## src/rtl/disp_scan_if.sv

```systemverilog
// disp_scan_if: bundle between the digit-scan controller and its consumer.
//   en    - scan enable; the consumer drives it into the controller
//   sel   - registered 2-bit digit select that feeds the downstream 4:1 digit mux
//   an    - active-low anode enables, decoded combinationally from registered state
//   frame - one-cycle pulse at the start of each new frame
// The slave modport is the controller side. The master modport is the consumer side.
interface disp_scan_if;
  logic       en;
  logic [1:0] sel;
  logic [3:0] an;
  logic       frame;

  modport master (output en, input  sel, input  an, input  frame);
  modport slave  (input  en, output sel, output an, output frame);
endinterface

```

## src/rtl/disp_scan.sv

```systemverilog
// disp_scan: digit-scan controller for a 4-digit multiplexed display.
// Each digit gets a slot of DIV enabled cycles. The first DEAD cycles of a slot
// are blanked while the mux output settles. When all four digits have been
// scanned, a one-cycle frame strobe is raised.
// Ports:
//   clk   - system clock; all state changes on the rising edge
//   reset - synchronous, active-high reset; takes priority over en
//   bus   - disp_scan_if.slave carrying en (in) and sel, an, frame (out)
module disp_scan #(
  parameter int unsigned DIV_W = 16,
  parameter int unsigned DIV   = 50000,
  parameter int unsigned DEAD  = 4
) (
  input  logic          clk,
  input  logic          reset,
  disp_scan_if.slave    bus
);

  localparam logic [DIV_W-1:0] CNT_MAX  = DIV_W'(DIV - 1);
  localparam logic [DIV_W-1:0] DEAD_CNT = DIV_W'(DEAD);

  logic [DIV_W-1:0] cnt_q, cnt_d;
  logic [1:0]       sel_q, sel_d;
  logic             frame_q, frame_d;
  logic             dead_c;
  logic [3:0]       an_c;

  // Slot counter, digit select and frame strobe next-state
  always_comb begin
    cnt_d   = cnt_q;
    sel_d   = sel_q;
    frame_d = 1'b0;
    if (bus.en) begin
      if (cnt_q == CNT_MAX) begin
        cnt_d   = '0;
        sel_d   = sel_q + 2'd1;
        // The wrap out of digit 3 completes a frame
        frame_d = (sel_q == 2'd3);
      end else begin
        cnt_d = cnt_q + DIV_W'(1);
      end
    end
  end

  // State register
  always_ff @(posedge clk) begin
    if (reset) begin
      cnt_q   <= '0;
      sel_q   <= 2'd0;
      frame_q <= 1'b0;
    end else begin
      cnt_q   <= cnt_d;
      sel_q   <= sel_d;
      frame_q <= frame_d;
    end
  end

  // Dead-time window. With DEAD=0 there is no window, so no compare is built.
  if (DEAD == 0) begin : g_no_dead
    assign dead_c = 1'b0;
  end else begin : g_dead
    assign dead_c = (cnt_q < DEAD_CNT);
  end

  // Anode decode. Blank during reset, while disabled, or inside the dead-time window.
  always_comb begin
    an_c = 4'b1111;
    if (!reset && bus.en && !dead_c) begin
      an_c = ~(4'b0001 << sel_q);
    end
  end

  assign bus.sel   = sel_q;
  assign bus.frame = frame_q;
  assign bus.an    = an_c;

endmodule

```

## src/flat_wrapper.sv

```systemverilog
// flat-port wrapper written by rule: the top's interface ports become plain ports
module disp_scan_flat 
#(
  parameter int unsigned DIV_W = 16,
  parameter int unsigned DIV   = 50000,
  parameter int unsigned DEAD  = 4
)
  (clk, reset, bus_en, bus_sel, bus_an, bus_frame);
  disp_scan_if bus_i ();
  input  logic clk;
  input  logic reset;
  input wire logic [$bits(bus_i.en)-1:0] bus_en;
  output wire logic [$bits(bus_i.sel)-1:0] bus_sel;
  output wire logic [$bits(bus_i.an)-1:0] bus_an;
  output wire logic [$bits(bus_i.frame)-1:0] bus_frame;
  assign bus_i.en = bus_en;
  assign bus_sel = bus_i.sel;
  assign bus_an = bus_i.an;
  assign bus_frame = bus_i.frame;
  disp_scan #(.DIV_W(DIV_W), .DIV(DIV), .DEAD(DEAD)) u_core (.clk(clk), .reset(reset), .bus(bus_i));
endmodule
```

## config.mk

```make
export PLATFORM = sky130hd
export DESIGN_NAME = disp_scan_flat
export DESIGN_NICKNAME = d
export VERILOG_FILES = /design/src/rtl/disp_scan_if.sv /design/src/rtl/disp_scan.sv /design/src/flat_wrapper.sv
export SDC_FILE = /design/constraint.sdc
export NUM_CORES = 1
export LEC_CHECK = 0
export ABC_AREA = 1
export BUFFER_PORTS_ARGS = -buffer_cell sky130_fd_sc_hd__buf_2
export CORE_MARGIN = 2
export CORE_UTILIZATION = 45
export CTS_BUF_LIST = sky130_fd_sc_hd__clkbuf_4 sky130_fd_sc_hd__clkbuf_8
export DETAILED_ROUTE_END_ITERATION = 16
export SETUP_SLACK_MARGIN = 0.2
export SKIP_LAST_GASP = 1
export SLEW_MARGIN = 20
export SYNTH_ARGS = -nofsm -noshare
export SYNTH_HDL_FRONTEND = slang
export SYNTH_SLANG_ARGS = --single-unit
```

## constraint.sdc

```tcl
create_clock -name clk -period 1.9 [get_ports clk]
set_input_delay 0.19 -clock clk [delete_from_list [all_inputs] [get_ports clk]]
set_output_delay 0.19 -clock clk [all_outputs]
set_load 0.1 [all_outputs]
```

* After elaboration in Yosys (flattened, before gate mapping)
Cells that the tools add are included.
Word-level totals: flip-flop bits (word level) 19, input port bits 3, output and inout bits 7, word-level logic and storage cells 20
Cells by class: add/sub/neg operators 2, magnitude comparators 1, equality and inequality tests 2, shift operators 1, mux-type cells 2, bitwise gates (word level) 3, reduce and logical (&&, ||, !) cells 6
Operator list (number):
- adder 16 x 1 -> 16 bit (second input constant) | 1
- == test 16 bit (second input constant) | 1
- less-than comparator 16 x 3 -> 1 bit (second input constant) | 1
- two-way mux 16 bit | 1
- two-way mux 4 bit | 1
- inverter 4 bit | 1
- << shifter 1 x 2 -> 4 bit (first input constant) | 1
- OR reduction 3 bit | 1
- adder 2 x 1 -> 2 bit (second input constant) | 1
- == test 2 bit (second input constant) | 1
- logical AND 1 bit | 2
- zero test 1 bit | 2
- inverter 1 bit | 2
- AND reduction 2 bit | 1

* Longest topological paths before layout
Gate-level depths: netlist of run 1.
depth after elaboration 4, mapped depth 9, depth with buffers taken out 9

* Least setup slack after synthesis of run 1
OpenSTA, ideal clock, no wires.
path type register to output, from register u_core.sel_q[0] (netlist: u_core.bus.sel[0]), to output bus_an[2], arrival 2164 ps, data required time 1710 ps, path slack -454 ps, cell stages (with the launch flop) 4, path buffers 0, cells stage by stage dfxtp_1 -> inv_1 -> ha_1 -> nand3_1
Between the ends: longest elaborated chain between the ends 3
RTL lines:
- from (decl) | RTL line disp_scan.sv:23 | logic [1:0] sel_q, sel_d;
- from (signal assigned) | RTL line disp_scan.sv:53 | sel_q <= sel_d;
- << shifter 1 x 2 -> 4 bit | RTL line disp_scan.sv:69 | an_c = ~(4'b0001 << sel_q);
- inverter 4 bit | RTL line disp_scan.sv:69
- two-way mux 4 bit | RTL line disp_scan.sv:68 | if (!reset && bus.en && !dead_c) begin
- to (decl) | RTL line flat_wrapper.sv:14 | output wire logic [$bits(bus_i.an)-1:0] bus_an;
Every way passes these cells.

* Worst setup path in the final report of run 1
from register u_core.cnt_q[14], to output bus_an[0]
Between the ends: longest elaborated chain between the ends 4
RTL lines:
- from (decl) | RTL line disp_scan.sv:22 | logic [DIV_W-1:0] cnt_q, cnt_d;
- from (signal assigned) | RTL line disp_scan.sv:52 | cnt_q <= cnt_d;
- less-than comparator 16 x 3 -> 1 bit | RTL line disp_scan.sv:62 | assign dead_c = (cnt_q < DEAD_CNT);
- zero test 1 bit | RTL line disp_scan.sv:68
- logical AND 1 bit | RTL line disp_scan.sv:68
- two-way mux 4 bit | RTL line disp_scan.sv:68
Every way passes these cells.

==> results of run 1 <==
-- where the power goes --
| part | internal [W] | leakage [nW] | switching (W) |
|---|---|---|---|
| Sequential | 0.000400 | 0.158 | 0.00000428 |
| Clock | 0.0000786 | 0.0177 | 0.000125 |
| Combinational | 0.0000108 | 0.381 | 0.0000231 |
| Total | 0.000490 | 0.557 | 0.000153 |
-- state kept, by name, summed over array words and instances (netlist names) --
name              cells
u_core.cnt_q         16
u_core.bus.sel        2
u_core.bus.frame      1
-- logic make-up (layout without fill, tap and decap cells) --
kind of cell	Yosys count	count (layout)	share of synthesized area, %
DFF	19	19	33.55
and+or+nand+nor	98	98	42.39
adders and majority gates	5	5	5.519
buffers and inverters	23	34	8.940
xor gates and xnor gates	6	6	4.636
AOI/OAI and AO/OA	8	8	4.967
-- Yosys cell counts (2+ instances only) --
cell / n
nand2_2: 7
o22ai_1: 2
buf_2: 2
nor2_1: 27
nand3_1: 14
inv_1: 17
xor2_1: 5
nor4_1: 3
ha_1: 5
nor2_4: 2
nor2_2: 7
dfxtp_1: 19
nand4_1: 6
nand3_2: 2
a21oi_1: 2
nand2_1: 27
-- cells in the final DEF, fill, tap and decap left out, types with 3 or more instances in the layout --
cell	netlist	routed
nand2_1	27	27
nor2_1	27	26
inv_1	17	16
dfxtp_1	19	11
nor2_2	7	8
nand3_1	14	8
nand2_2	7	7
dfxtp_2	0	7
nand3_2	2	6
nand4_1	6	6
xor2_1	5	5
ha_1	5	5
buf_2	2	5
buf_12	0	4
clkbuf_4	0	3
-- final cells by class --
| class | instances | share of cell area, % |
|---|---|---|
| multi-input cells | 117 | 52.86 |
| flip-flops and latches | 19 | 28.47 |
| repair buffers | 11 | 8.704 |
| inverters | 19 | 5.258 |
| well taps | 30 | 2.720 |
| clock buffers | 3 | 1.632 |
| clock inverters | 1 | 0.3626 |
-- through the flow --
stage / total power [W] / hold slack, ps / setup slack (ps)
final: 0.0006422 / 172.5 / 246.0
after global routing: 0.0006687 / 173.4 / 175.5
after CTS: 0.0006508 / 177.2 / 212.3
after detailed placement: 0.0004482 / 497.3 / 435.1
after global placement: 0.0004472 / 480.0 / 457.4
after floorplan: 0.0004410 / 437.4 / 259.1
-- worst max-delay path by stage --
stage                     slack (ps)                           start                             to
after floorplan                  260  u_core.bus.sel[0]$_SDFFE_PP0P_                      bus_an[0]
after global placement           460    u_core.cnt_q[1]$_SDFFE_PP0P_  u_core.cnt_q[15]$_SDFFE_PP0P_
after detailed placement         440    u_core.cnt_q[1]$_SDFFE_PP0P_   u_core.cnt_q[8]$_SDFFE_PP0P_
after CTS                        210    u_core.cnt_q[7]$_SDFFE_PP0P_                      bus_an[0]
after global routing             180   u_core.cnt_q[14]$_SDFFE_PP0P_                      bus_an[1]
final                            250   u_core.cnt_q[14]$_SDFFE_PP0P_                      bus_an[0]
-- layer usage --
metal	track usage [%]	vias up	routed length [um]
met4	5.000	0	27
met2	29.52	14	1126
met3	4.167	4	75
li1	-	528	-
met1	25.55	447	1158
met5	0	-	0
-- worst max-delay path, stage by stage (launching register included) --
cell and delay [ps]:
dfxtp_2 370, nor4_4 340, nand3_4 160, nand3_2 120
buf_12 170
-- timing repair --
action / 4_1_cts / 5_1_grt
endpoints found under the setup margin: 4 / 4
pin swaps: 1 / 4
gates resized for setup: 5 / 12
setup buffers: 0 / 2
==> summary.md, run 1 <==
| Metric | Value |
|---|---|
| Fillers | about 230 |
| Vias post-DR | roughly 990 |
| Syn_nets | about 170 |
| Residual DRC | 0 |
| Final Skew | around 2.4 ps |
| Register area share after synthesis | between 30% and 40% |
| Die Area | ~0.0029 mm2 |
| Hold Path Class | primary input to flip-flop |
| Post-route ant nets | 0 |
| Achievable clock frequency | slightly above 600 MHz |
| Crit path arrival time | 1460 ps |
| Grt ovf | 0 |
| CTS tree | yes |
| Inst Count DP | 194 |
| Synthesized area | about 0.0011 mm2 |
| Row Count | 18 |
| Reg2reg path depth | 6 |
| Max Root-Sink Buffers | 2 |
| Main synth FF type | dfxtp_1 |
| Clk sinks | 19 |
| Clock-pin slew on the worst setup and hold paths | about 110 ps |
| Largest net degree at the start of global routing | 12 |
| WP data required | about 1700 ps |
| Gr usage total | about a fifth |
| Nets | roughly 180 |
| Wirelength per Cell | ~12 um |
| Io pins | 10 |
| Flops & latches, synth | 19 |
| Vias in the first global route | roughly 870 |
| Drt via density | 4.965 |
| WL final | approximately 2400 um |
| Starting Density | about 47% |
| Placer Congestion | around 0.78 |
| Post-synth top area share | between 30 and 40% |
| Post-placement cell area | about 0.0013 mm2 |
| Area of the multi-input gates | ~730 um2 |
| Post-DP HPWL | 1839 um |
| WHS Path Cells | 2 |
| Max-slew violations | 0 |
| Fin util | 56.74% |
| Syn Inst Count | 159 |
| YS warnings | 0 |
| First-pass GRT wire length | 3988 um |
| DIE WIDTH | around 54 um |
| EDFF count, synth | 0 |
| FF/Latch Area | 392.9 um2 |
| Clk_lat worst skew | 300 ps |
| Crit Path Class | flip-flop to output port |
| Worst hold start | reset |
| Synth area leaders | dfxtp_1 (34%), nand2_1 (8.9%), nor2_1 (8.9%) |
| Outcome | finished, final reports clean |
| Max_slew headroom | between 60% and 70% |
| Post-route cell area | ~0.0014 mm2 |
| Post-synth top area cell | dfxtp_1 |
| Total CTS buffers | 3 |
| Final hold viol count | 0 |
| 1st-iter DRT viols | 32 |
| Worst-margin pin slew | a little under 500 ps |
| Leakage | 0.5567 nW |
| Area grow syn2layout | 21.74% |
| R2R Path End | u_core.cnt_q[8]$_SDFFE_PP0P_ |
| Final setup vio count | 0 |
| Startpoint Class | flip-flop |
| Clock Tree Root | clkbuf_4 |
| Share of cells above drive strength 1 | between 30% and 40% |
| WHS Endpoint | u_core.cnt_q[10]$_SDFFE_PP0P_ |
| Non-filler cells, final | 200 |
| CTS Hold Buffers Added | 0 |
| Router iterations before antenna repair | 4 |
| Maxcap violations | 0 |
| Worst vdd ir | about 0.00032 V |
| Fin crit period | approximately 1700 ps |
| Post-Syn Area per Cell | about 7.1 um2 |
| Die Y | 54.19 um |
| Total Neg Setup Slack | 0 ps |
| Netlist cell types | 28 |
| CORE AREA | 0.002432 mm2 |
| IO buf count | 9 |
| Initial antenna violation count | 0 |
| CP max FO | 5 |
| Tcrit/Tclk final | between 80 and 90% |
| Pwr/cell area | approximately 470 mW/mm2 |
| Htree depth | 1 |
| Reg2reg start | u_core.cnt_q[1]$_SDFFE_PP0P_ |
| CP endpoint kind | output port |
| RSZ-0062 raised after global routing | true |
| Reg2reg setup slack | ~420 ps |
| Synth async-reset ratio | 0% |
| Diodes inserted | 0 |
Power figures use the tool's default switching activity.
==> inputs of run 2 (changes only) <==
Settings changed: CORE_UTILIZATION 45 to 60, PLACE_DENSITY from default to 0.8.
Clock period 1.9 ns to 1.6 ns, I/O delays scaled along.
==> run 2 against run 1 <==
Compared with the run above: the flow now finishes with violations (setup timing); clock power increased by 28%; power up 23%; flip-flop and latch count is the same; wire length is 30% higher; hold slack better by 20 ps; non-clock buffer count rose by 5; critical path type unchanged; highest routed layer unchanged.
==> summary.md, run 2 (synthesized netlist as in run 1, its figures left out) <==
| Metric | Value |
|---|---|
| Clk_lat worst skew | 320 ps (was 300 ps) |
| Clock Tree Root | clkbuf_4 (unchanged) |
| Logic pwr share | 6.1% (was 5.3%) |
| Initial antenna violation count | 0 (unchanged) |
| Die Y | 47.47 um (was 54.19 um) |
| Post-placement cell area | 0.001291 mm2 (was 0.001270 mm2) |
| Placer Congestion | 0.8969 (was 0.7835) |
| Post-route ant nets | 0 (unchanged) |
| Power Total | 0.0007880 W (was 0.0006422 W) |
| Share of cells above drive strength 1 | 41.71% (was 32.35%) |
| Sw Share | 25.80% (was 23.76%) |
| Vias post-DR | 1175 (was 993) |
| Starting Density | 64.95% (was 46.60%) |
| Post-DP HPWL | 1949 um (was 1839 um) |
| Clock-pin slew on the worst setup and hold paths | 130 ps (was 110 ps) |
| Crit path arrival time | 1480 ps (was 1460 ps) |
| CTS Hold Buffers Added | 0 (unchanged) |
| Fin util | 83.30% (was 56.74%) |
| Most frequent cells in the layout | nand2_1 (26), nor2_1 (22), inv_1 (15) (was nand2_1 (27), nor2_1 (26), inv_1 (16)) |
| Crit Path Class | flip-flop to output port (unchanged) |
| Nets | 184 (was 179) |
| WP data required | 1440 ps (was 1710 ps) |
| Total CTS buffers | 3 (unchanged) |
| Router iterations before antenna repair | 5 (was 4) |
| Startpoint Class | flip-flop (unchanged) |
| Leakage | 0.5843 nW (was 0.5567 nW) |
| Worst vdd ir | 0.0005088 V (was 0.0003225 V) |
| Non-filler cells, final | 200 (unchanged) |
| Fin crit period | ~1600 ps |
| Gr usage total | 30.02% (was 18.72%) |
| Vias in the first global route | 1050 (was 873) |
| Wirelength per Cell | 15.52 um (was 11.94 um) |
| CORE AREA | 0.001745 mm2 (was 0.002432 mm2) |
| First-pass GRT wire length | 4712 um (was 3988 um) |
| Max reg flops | 16 (unchanged) |
| Achievable clock frequency | between 600 and 700 MHz |
| Final hold slack | 192.6 ps (was 172.5 ps) |
| IO buf count | 9 (unchanged) |
| Outcome | finished, violations left (was finished, final reports clean) |
| CTS tree | yes (unchanged) |
| Max Root-Sink Buffers | 2 (unchanged) |
| Die Area | 0.002253 mm2 (was 0.002937 mm2) |
| Most flops, register | u_core.cnt_q (unchanged) |
| Fillers | 99 (was 227) |
| DIE WIDTH | 47.47 um (was 54.19 um) |
| Diodes inserted | 0 (unchanged) |
| Commonest non-fill, non-tap cell in the layout | nand2_1 (unchanged) |
| Grt ovf | 0 (unchanged) |
| Final WS setup | -44.20 ps (was 246.0 ps) |
| Hold Path Class | primary input to flip-flop (unchanged) |
| Residual DRC | 0 (unchanged) |
| Inst Count DP | 192 (was 194) |
| Cell Int Power | 0.0005847 W (was 0.0004896 W) |
| Area grow syn2layout | 28.26% (was 21.74%) |
| CP endpoint kind | output port (unchanged) |
| Htree depth | 1 (unchanged) |
| Tcrit/Tclk final | 102.8% |
| Final hold viol count | 0 (unchanged) |
| Drt via density | 5.875 (was 4.965) |
| Largest net degree at the start of global routing | 13 (was 12) |
| Worst-margin pin slew | 488.1 ps (was 487.5 ps) |
| Max-slew violations | 0 (unchanged) |
| CP max FO | 4 (was 5) |
| WL final | 3104 um (was 2388 um) |
| Share of power burned in the clock network | 33.1% (was 31.7%) |
| Maxcap violations | 0 (unchanged) |
| Pwr/cell area | 542.0 mW/mm2 (was 465.3 mW/mm2) |
| 1st-iter DRT viols | 86 (was 32) |
| Psw | 0.0002033 W (was 0.0001526 W) |
| Row Count | 15 (was 18) |
| Io pins | 10 (unchanged) |
| Post-route cell area | 0.001454 mm2 (was 0.001380 mm2) |
| Final Skew | 18.39 ps (was 2.373 ps) |
| Flop pwr share | 60.8% (was 63.0%) |
| Failing checks | setup timing |
| Final setup vio count | 4 (was 0) |
| Clk sinks | 19 (unchanged) |
| RSZ-0062 raised after global routing | true (unchanged) |
| Max_slew headroom | 67.69% (was 67.72%) |
## run 2: cell types whose count changed in the layout (fill, tap and decap cells not counted), sizes merged
cell,change
buf,+5
clkinv,-1
clkinvlp,+1
## run 2: critical path, cell delays in order, from the launching register on
cell,delay [ps]
dfxtp_4,370
nor4_4,330
nand3_4,150
nand3_2,130
buf_12,180
## run 2: routing by layer
layer / vias up / GRT usage (%) / part of all wire, %
met5: - / 0 / 0
met3: 26 / 9.811 / 11
met2: 91 / 43.51 / 43
li1: 542 / - / -
met1: 516 / 39.68 / 40
met4: 0 / 15.56 / 6.8
## run 2: power by group through the flow
stage / clock network [W] / registers (W) / logic (W)
2_1_floorplan: 0 / 0.000489 / 0.0000319
3_3_place_gp: 0 / 0.000489 / 0.0000398
3_5_place_dp: 0 / 0.000490 / 0.0000407
4_1_cts: 0.000258 / 0.000476 / 0.0000429
5_1_grt: 0.000278 / 0.000479 / 0.0000512
6_report: 0.000261 / 0.000479 / 0.0000479
## run 2: metrics by stage
stage	worst slack [ps]	TNS, ps
final	-44.20	-112.7
after global routing	-75.67	-250.0
after global placement	139.3	0
after CTS	-31.19	-51.89
after detailed placement	128.2	0
after floorplan	142.0	0
## run 2: worst paths after layout
path                                 from                            to  slack (ps)  cells past startpoint
max          u_core.cnt_q[8]$_SDFFE_PP0P_                     bus_an[2]         -40                      4
min                                 reset  u_core.cnt_q[5]$_SDFFE_PP0P_         190                      3
max reg2reg  u_core.cnt_q[0]$_SDFFE_PP0P_  u_core.cnt_q[0]$_SDFFE_PP0P_         230                      6
min reg2reg  u_core.cnt_q[0]$_SDFFE_PP0P_  u_core.cnt_q[0]$_SDFFE_PP0P_         560                      2
## run 2: final cells by class
cell class | count | area, um2 | area share, %
flip-flops and latches | 19 | 407.9 | 28.06
multi-input cells | 117 | 752.0 | 51.72
clock buffers | 3 | 22.52 | 1.549
repair buffers | 16 | 157.7 | 10.84
clock inverters | 1 | 7.507 | 0.5164
inverters | 19 | 75.07 | 5.164
well taps | 25 | 31.28 | 2.151
## run 2: what timing repair did
| item | 4_1_cts | 5_1_grt |
|---|---|---|
| setup endpoints to repair | 12 | 18 |
| gates resized for setup | 15 | 18 |
| gates cloned | 0 | 0 |
| pin swaps | 2 | 3 |
| setup buffers | 1 | 3 |
==> inputs of run 3 (changes only) <==
Settings changed: PLACE_DENSITY 0.8 to 0.86.
==> run 3 against run 2 <==
Compared with the run above: via count grew 0.26%; combinational power increased by 0.8%; largest cell class unchanged; the run still ends with setup timing left; first-iteration DRC count decreased by 33%; register-to-register slack worse by 30 ps; critical path depth up 2; non-clock buffer count grew 2.
==> summary.md, run 3 (synthesized netlist as in run 1, its figures left out) <==
| Metric | Value |
|---|---|
| Outcome | finished, violations left (unchanged) |
| Failing checks | setup timing (unchanged) |
| Psw | 0.0001990 W (was 0.0002033 W) |
| Gr usage total | 28.75% (was 30.02%) |
| Flop pwr share | 59.6% (was 60.8%) |
| Crit path arrival time | 1490 ps (was 1480 ps) |
| Row Count | 15 (unchanged) |
| Vias post-DR | 1178 (was 1175) |
| Largest net degree at the start of global routing | 11 (was 13) |
| DP Worst Slack | 99.26 ps (was 128.2 ps) |
| Most frequent cells in the layout | nand2_1 (27), nor2_1 (23), inv_1 (16) (was nand2_1 (26), nor2_1 (22), inv_1 (15)) |
| Wirelength per Cell | 15.72 um (was 15.52 um) |
| Grt ovf | 0 (unchanged) |
| Startpoint Class | flip-flop (unchanged) |
| Grt met3 use | 4.151% (was 9.811%) |
| Initial antenna violation count | 0 (unchanged) |
| Die Y | 47.47 um (unchanged) |
| Sw Share | 24.91% (was 25.80%) |
| Placer Congestion | 0.9073 (was 0.8969) |
| Post-route ant nets | 0 (unchanged) |
| Final WS setup | -47.89 ps (was -44.20 ps) |
| Total CTS buffers | 3 (unchanged) |
| CORE AREA | 0.001745 mm2 (unchanged) |
| Tcrit/Tclk final | 103.0% (was 102.8%) |
| Logic pwr share | 6.1% (about the same) |
| Post-DP HPWL | 1914 um (was 1949 um) |
| Router iterations before antenna repair | 4 (was 5) |
| Worst vdd ir | 0.0004829 V (was 0.0005088 V) |
| Max_slew headroom | 67.25% (was 67.69%) |
| Residual DRC | 0 (unchanged) |
| DIE WIDTH | 47.47 um (unchanged) |
| Nets | 186 (was 184) |
| CP endpoint kind | output port (unchanged) |
| Most flops, register | u_core.cnt_q (unchanged) |
| Max-slew violations | 0 (unchanged) |
| WP data required | 1440 ps (about the same) |
| Final hold slack | 139.7 ps (was 192.6 ps) |
| Die Area | 0.002253 mm2 (unchanged) |
| Reg2reg setup slack | 200 ps (was 230 ps) |
| CTS tree | yes (unchanged) |
| Share of power burned in the clock network | 34.4% (was 33.1%) |
| Drt via density | 5.832 (was 5.875) |
| Io pins | 10 (unchanged) |
| Final Skew | 10.98 ps (was 18.39 ps) |
| Worst-margin pin slew | 494.7 ps (was 488.1 ps) |
| M1 GR Usage | 39.58% (was 39.68%) |
| Clk_lat worst skew | 310 ps (was 320 ps) |
| Final setup vio count | 4 (unchanged) |
| Achievable clock frequency | 606.8 MHz (was 608.2 MHz) |
| Crit Path Class | flip-flop to output port (unchanged) |
| Diodes inserted | 0 (unchanged) |
| Pwr/cell area | 536.6 mW/mm2 (was 542.0 mW/mm2) |
| Vias in the first global route | 1036 (was 1050) |
| Htree depth | 1 (unchanged) |
| Max Root-Sink Buffers | 2 (unchanged) |
| Area grow syn2layout | 31.35% (was 28.26%) |
| CP max FO | 4 (unchanged) |
| Final hold viol count | 0 (unchanged) |
| Cell Int Power | 0.0005999 W (was 0.0005847 W) |
| IO buf count | 9 (unchanged) |
| Most Crowded Layer GR | met2 (unchanged) |
| Max reg flops | 16 (unchanged) |
| RSZ-0062 raised after global routing | true (unchanged) |
| Leakage | 0.5982 nW (was 0.5843 nW) |
| Clock-pin slew on the worst setup and hold paths | 120 ps (was 130 ps) |
| Maxcap violations | 0 (unchanged) |
| First-pass GRT wire length | 4498 um (was 4712 um) |
| Clk sinks | 19 (unchanged) |
| Commonest non-fill, non-tap cell in the layout | nand2_1 (unchanged) |
| Met2 usage | 42.97% (was 43.51%) |
| 1st-iter DRT viols | 58 (was 86) |
| Fin crit period | 1648 ps (was 1644 ps) |
| Starting Density | 64.95% (unchanged) |
| Hold Path Class | primary input to flip-flop (unchanged) |
| WL final | 3175 um (was 3104 um) |
| Clock Tree Root | clkbuf_4 (unchanged) |
| Share of cells above drive strength 1 | 40.68% (was 41.71%) |
run 3: changes by cell type in the layout (fill, tap and decap cells not counted), sizes merged:
cell,delta
buf,+2
clkbuf,+1
clkinvlp,-1
run 3: path summary, 6_finish.rpt:
| path | start | cells after the start | to |
|---|---|---|---|
| worst min register to register | u_core.cnt_q[0]$_SDFFE_PP0P_ | 2 | u_core.cnt_q[0]$_SDFFE_PP0P_ |
| worst max register to register | u_core.cnt_q[12]$_SDFFE_PP0P_ | 7 | u_core.cnt_q[8]$_SDFFE_PP0P_ |
| worst max-delay path | u_core.cnt_q[12]$_SDFFE_PP0P_ | 6 | bus_an[0] |
| worst min-delay path | reset | 2 | u_core.cnt_q[10]$_SDFFE_PP0P_ |
run 3: repair_timing:
action,in CTS,in global routing
gates resized for setup,16,18
buffers inserted,1,6
hold endpoints to repair,0,0
endpoints found under the setup margin,11,17
pin swaps,3,4
hold buffers,0,0
run 3: per-stage QoR:
stage	instance area [um2]	setup TNS (ps)	instances	power (W)	utilization [%]
global placement	1284	0	191	0.0005263	73.55
finish	1489	-176.0	202	0.0007990	85.30
CTS	1389	-62.26	196	0.0007918	79.57
floorplan	1161	0	159	0.0005204	-
detailed placement	1284	0	191	0.0005292	73.55
global route	1489	-400.2	202	0.0008295	85.30
run 3: final cells by class:
| cell class | instances | area (um2) |
|---|---|---|
| multi-input combinational | 117 | 769.5 |
| sequential | 19 | 412.9 |
| fill | 93 | 256.5 |
| timing repair buffer | 18 | 172.7 |
| inverter | 19 | 72.57 |
| tap | 25 | 31.28 |
| clock buffer | 4 | 30.03 |
run 3: power by group through the flow:
stage | logic, W | registers, W | clock network, W
after global routing | 0.0000534 | 0.000477 | 0.000300
after detailed placement | 0.0000393 | 0.000490 | 0
after global placement | 0.0000373 | 0.000489 | 0
after CTS | 0.0000419 | 0.000476 | 0.000273
final | 0.0000483 | 0.000476 | 0.000275
after floorplan | 0.0000319 | 0.000489 | 0
run 3: critical path: stages (launching register included):
cell and delay [ps]:
dfxtp_1 370, nor2_2 140, nand3_2 130, inv_2 120, nand3_4 110, nand3_2 120
buf_12 180
run 3: routing by layer:
metal  wire length, um  vias to the layer above
met5                 0                        -
met4               119                        0
met3               318                       18
met2              1494                       92
met1              1243                      524
li1                  -                      544
